## src/rtl/regfile_write_arbiter.sv

```systemverilog
// Round-robin arbiter sharing the register file's single write port among NUM_REQ writeback sources.
// Optional forwarding of the in-flight write to decode: define REGFILE_WRITE_ARBITER_BYPASS_EN.
module regfile_write_arbiter #(
  parameter int NUM_REQ = 3,
  localparam int PTR_W = (NUM_REQ > 1) ? $clog2(NUM_REQ) : 1
) (
  input  logic                    i_Clock,
  input  logic                    i_Reset_n,
  input  logic                    i_Stall,
  input  logic [NUM_REQ-1:0]      i_ReqValid,
  input  logic [5*NUM_REQ-1:0]    i_ReqRegDest,
  input  logic [32*NUM_REQ-1:0]   i_ReqData,
`ifdef REGFILE_WRITE_ARBITER_BYPASS_EN
  input  logic [4:0]              i_RegSource1,
  input  logic [4:0]              i_RegSource2,
  output logic                    o_Fwd1Valid,
  output logic                    o_Fwd2Valid,
  output logic [31:0]             o_Fwd1Data,
  output logic [31:0]             o_Fwd2Data,
`endif
  output logic [NUM_REQ-1:0]      o_ReqReady,
  output logic                    o_WriteEnable,
  output logic [4:0]              o_RegDest,
  output logic [31:0]             o_DataIn,
  output logic                    o_Busy
);

  // Handshake: a requester raises valid independently of ready and holds valid,
  // RegDest and Data stable until its ready bit is high; a transfer happens in
  // any cycle where valid and ready are both high for that requester.

  logic [PTR_W-1:0] r_Last;
  logic [PTR_W-1:0] w_GrantIdx;
  logic [PTR_W-1:0] w_Cand;
  logic             w_Found;
  logic             w_Transfer;
  logic [4:0]       w_Dest;
  logic [31:0]      w_Data;

  // Search upward from the slot after the last winner, wrapping modulo NUM_REQ.
  always_comb begin
    w_Found    = 1'b0;
    w_GrantIdx = '0;
    w_Cand     = '0;
    for (int i = 1; i <= NUM_REQ; i++) begin
      w_Cand = PTR_W'((int'(r_Last) + i) % NUM_REQ);
      if (!w_Found && i_ReqValid[w_Cand]) begin
        w_Found    = 1'b1;
        w_GrantIdx = w_Cand;
      end
    end
  end

  always_comb begin
    w_Dest = '0;
    w_Data = '0;
    for (int k = 0; k < NUM_REQ; k++) begin
      if (w_GrantIdx == PTR_W'(k)) begin
        w_Dest = i_ReqRegDest[5*k +: 5];
        w_Data = i_ReqData[32*k +: 32];
      end
    end
  end

  assign w_Transfer = w_Found && !i_Stall && i_Reset_n;
  assign o_ReqReady = w_Transfer ? (NUM_REQ'(1) << w_GrantIdx) : '0;
  assign o_Busy     = (|i_ReqValid) && !w_Transfer;

  // Writes to x0 are acknowledged but never reach the register file.
  always_ff @(posedge i_Clock or negedge i_Reset_n) begin
    if (!i_Reset_n) begin
      r_Last        <= PTR_W'(NUM_REQ - 1);
      o_WriteEnable <= 1'b0;
      o_RegDest     <= '0;
      o_DataIn      <= '0;
    end else if (w_Transfer) begin
      r_Last        <= w_GrantIdx;
      o_WriteEnable <= (w_Dest != 5'd0);
      o_RegDest     <= w_Dest;
      o_DataIn      <= w_Data;
    end else begin
      o_WriteEnable <= 1'b0;
    end
  end

`ifdef REGFILE_WRITE_ARBITER_BYPASS_EN
  assign o_Fwd1Valid = o_WriteEnable && (i_RegSource1 == o_RegDest) && (i_RegSource1 != 5'd0);
  assign o_Fwd2Valid = o_WriteEnable && (i_RegSource2 == o_RegDest) && (i_RegSource2 != 5'd0);
  assign o_Fwd1Data  = o_DataIn;
  assign o_Fwd2Data  = o_DataIn;
`endif

endmodule

```

## config.mk

```make
export PLATFORM = sky130hd
export DESIGN_NAME = regfile_write_arbiter
export DESIGN_NICKNAME = d
export VERILOG_FILES = /design/src/rtl/regfile_write_arbiter.sv
export SDC_FILE = /design/constraint.sdc
export NUM_CORES = 1
export LEC_CHECK = 0
export CAP_MARGIN = 20
export CORE_MARGIN = 10
export CORE_UTILIZATION = 38
export CTS_CLUSTER_DIAMETER = 50
export DETAILED_ROUTE_END_ITERATION = 8
export PLACE_DENSITY_LB_ADDON = 0.08
export SLEW_MARGIN = 30
export SYNTH_ARGS = -nofsm -noshare
export SYNTH_HDL_FRONTEND = slang
export SYNTH_SLANG_ARGS = --single-unit
```

## constraint.sdc

```tcl
create_clock -name i_Clock -period 5.2 [get_ports i_Clock]
set_input_delay 0.52 -clock i_Clock [delete_from_list [all_inputs] [get_ports i_Clock]]
set_output_delay 0.52 -clock i_Clock [all_outputs]
set_load 0.05 [all_outputs]
```

==> reports/results.tsv <==
stage	metric	value	unit
outcome	status	finished clean	
global_routing	vias in the first global route	2534	
setup_path	crit-path max cell delay	0.80	ns
cts	Worst-Skew Late Latency	0.29	ns
timing	Slew Limit Fails	0	
detailed_routing	DRC	0	
detailed_routing	antenna viol nets, final	0	
setup_path	reg2reg start	r_Last[1]	
synthesis	sequential area share after synthesis	45.1	%
timing	worst slew pin tran	0.655	ns
synthesis	Synth Cell Area	2220	um2
detailed_routing	1st-iter DRT viols	153	
timing	fmax	0.273	GHz
cts	Clock Path Buffers	2	
setup_path	Worst Path Max Fanout	15	
floorplanning	Core Area	5610	um2
synthesis	Synth Net Count	358	
timing	Tmin final	3.67	ns
floorplanning	Starting Density	39.7	%
floorplanning	Die W	96.5	um
setup_path	Slowest-stage cell, CP	clkdlybuf4s50_1	
cts	cts hold-fix bufs	0	
floorplanning	# IOs	159	
floorplanning	Die Area	9320	um2
synthesis	main area contributors after synthesis	dfrtp_1 44%, a222oi_1 10%, o21ai_0 7.2%	
synthesis	Yosys top cell area share	43.9	%
setup_path	worst path bufs/invs	2	
cts	clock sink count	40	
cts	total CTS buffers	5	
timing	RSZ-0062 raised after global routing	false	
cts	clk slew on worst S/H paths	0.08	ns
setup_path	Crit path max-delay family	compound AO/OA/AOI/OAI gates	
final_layout	Inserted Diodes	0	
cts	CTS H-tree lvls	2	
cts	CTS tree	done	
final_layout	commonest non-fill, non-tap cells in the layout	157 x clkdlybuf4s50_1, 39 x dfrtp_1, 36 x nand2_1, 32 x o21ai_0, 23 x a222oi_1	
pwr	total power	2.39	mW
timing	Hold Slack	0.199	ns
detailed_routing	via/cell ratio	5.30	
setup_path	Setup crit start	r_Last[1]	
synthesis	synthesized area per cell	9.35	um2
detailed_routing	Routed WL per cell	17.9	um
placement	IO buf count	158	
cts	post-CTS setup buffer count	0	
cts	Post-CTS Resized	0	
setup_path	Req. time, crit path	4.68	ns
synthesis	YS warnings	0	
setup_path	critical path class	register to output pin	
floorplanning	Die Ht	96.5	um
detailed_routing	DR vias	2436	
detailed_routing	Pre-Repair DR Iteration Count	5	
timing	setup violators final	0	
timing	Max-slew headroom	56.2	%
hold_path	hold crit path type	input pin to asynchronous set/reset pin	
final_layout	Layout area overhead	78.2	%
global_routing	grt total ovfl	0	
synthesis	flops & latches, synth	40	
synthesis	Syn Inst Count	238	
flow_run	Max-Cap Viols	0	
placement	post-DP HPWL	6.45	mm
detailed_routing	final wirelength	8.23	mm
final_layout	commonest non-fill, non-tap cell in the layout	clkdlybuf4s50_1	
timing	Final Hold Viols	0	
timing	Clock Skew	0.00518	ns
timing	setup TNS	0	ns
global_routing	largest net degree at the start of global routing	68	
setup_path	Crit. End Element	output pin	
final_layout	Final Util	70.7	%
setup_path	cell chain of the critical path	inv_1, ha_1, a22oi_1, a21oi_2, o311ai_4, o31a_1, clkdlybuf4s50_1	
pwr	LEAKAGE	1.66	nW
setup_path	CP arrival	3.15	ns
floorplanning	Cell Rows	27	
final_layout	Final #Nets	507	
placement	final RePlAce weighted congestion	0.915	
final_layout	layout cells sized above 1	4.64	%
pwr	worst vdd ir	0.000291	V
synthesis	Distinct cells, synth	34	
pwr	Power Density	604	nW/um2
global_routing	Tot GR Track Use	17.2	%
cts	Root Buffer	clkbuf_8	
setup_path	element type at the critical path start	register	
global_routing	first-pass GRT wire length	12.6	mm
synthesis	area leader, netlist	dfrtp_1	
synthesis	Post-synth EDFFs	0	
synthesis	Post-synth ARST share	100	%
global_routing	antenna violations before repair	0	
synthesis	Main synth FF type	dfrtp_1	
timing	Tcrit/Tclk final	70.6	%
==> stage by stage <==
stage / instances / instance area [um2] / setup slack, ns
global route: 460 / 3960 / 1.29
CTS: 460 / 3960 / 1.51
floorplan: 238 / 2220 / 2.10
global placement: 452 / 3850 / 1.66
finish: 460 / 3960 / 1.53
detailed placement: 452 / 3850 / 1.59
==> layer usage <==
layer  wire length (um)  share of wire [%]  vias up  track usage [%]
li1                   -                  -     1193                -
met1               3140                 38     1105             19.1
met2               3870                 47      125             28.5
met3               1020                 12       13             7.32
met4                197                2.4        0             6.42
met5                  0                  0        -                0
==> registers in the layout, summed over array words and instances (netlist names) <==
register and flops:
o_WriteEnable 1, o_DataIn 32, o_RegDest 5, r_Last 2
==> synthesized netlist by cell type (3+ instances only) <==
master and count:
dfrtp_1 39, nand2_1 36, o21ai_0 32, a222oi_1 23, nor2_1 15, mux2i_1 14, a21oi_1 10, buf_2 9
clkbuf_1 9, a21o_1 8, a211oi_1 5, inv_1 4, nand2b_1 4, nor2b_1 4, ha_1 3
==> area by class of cell <==
type	instances	area [um2]
clock buffers	6	72.6
clock inverters	2	35.0
fillers	484	1640
inverters	4	15.0
multi-input cells	174	1140
flip-flops and latches	40	1000
well taps	72	90.1
repair buffers	162	1610
==> final timing paths <==
path	end	slack (ns)	depth (start not counted)
max	o_Busy	1.53	7
max reg2reg	o_WriteEnable	2.20	10
min reg2reg	o_DataIn[2]	0.48	2
min in group i_Clock	o_DataIn[2]	0.48	2
min	o_DataIn[0]	0.20	1
max in group asynchronous	r_Last[1]	4.61	1
==> cell families after synthesis <==
group,Yosys count,synth area share (%)
AO/OA/AOI/OAI,92,29.5
adder cells (fa/ha/maj),3,1.69
buffers and inverters,24,4.89
flip-flops,40,45.1
multiplexers,14,6.30
AND/OR/NAND/NOR,65,12.5
==> power breakdown <==
part / leakage [nW] / internal (mW) / switching [mW]
combinational: 1.10 / 0.591 / 1.03
clock: 0.0552 / 0.142 / 0.103
sequential: 0.501 / 0.454 / 0.0707
total: 1.66 / 1.19 / 1.21
Note: power is estimated with default switching activity, not from simulation.
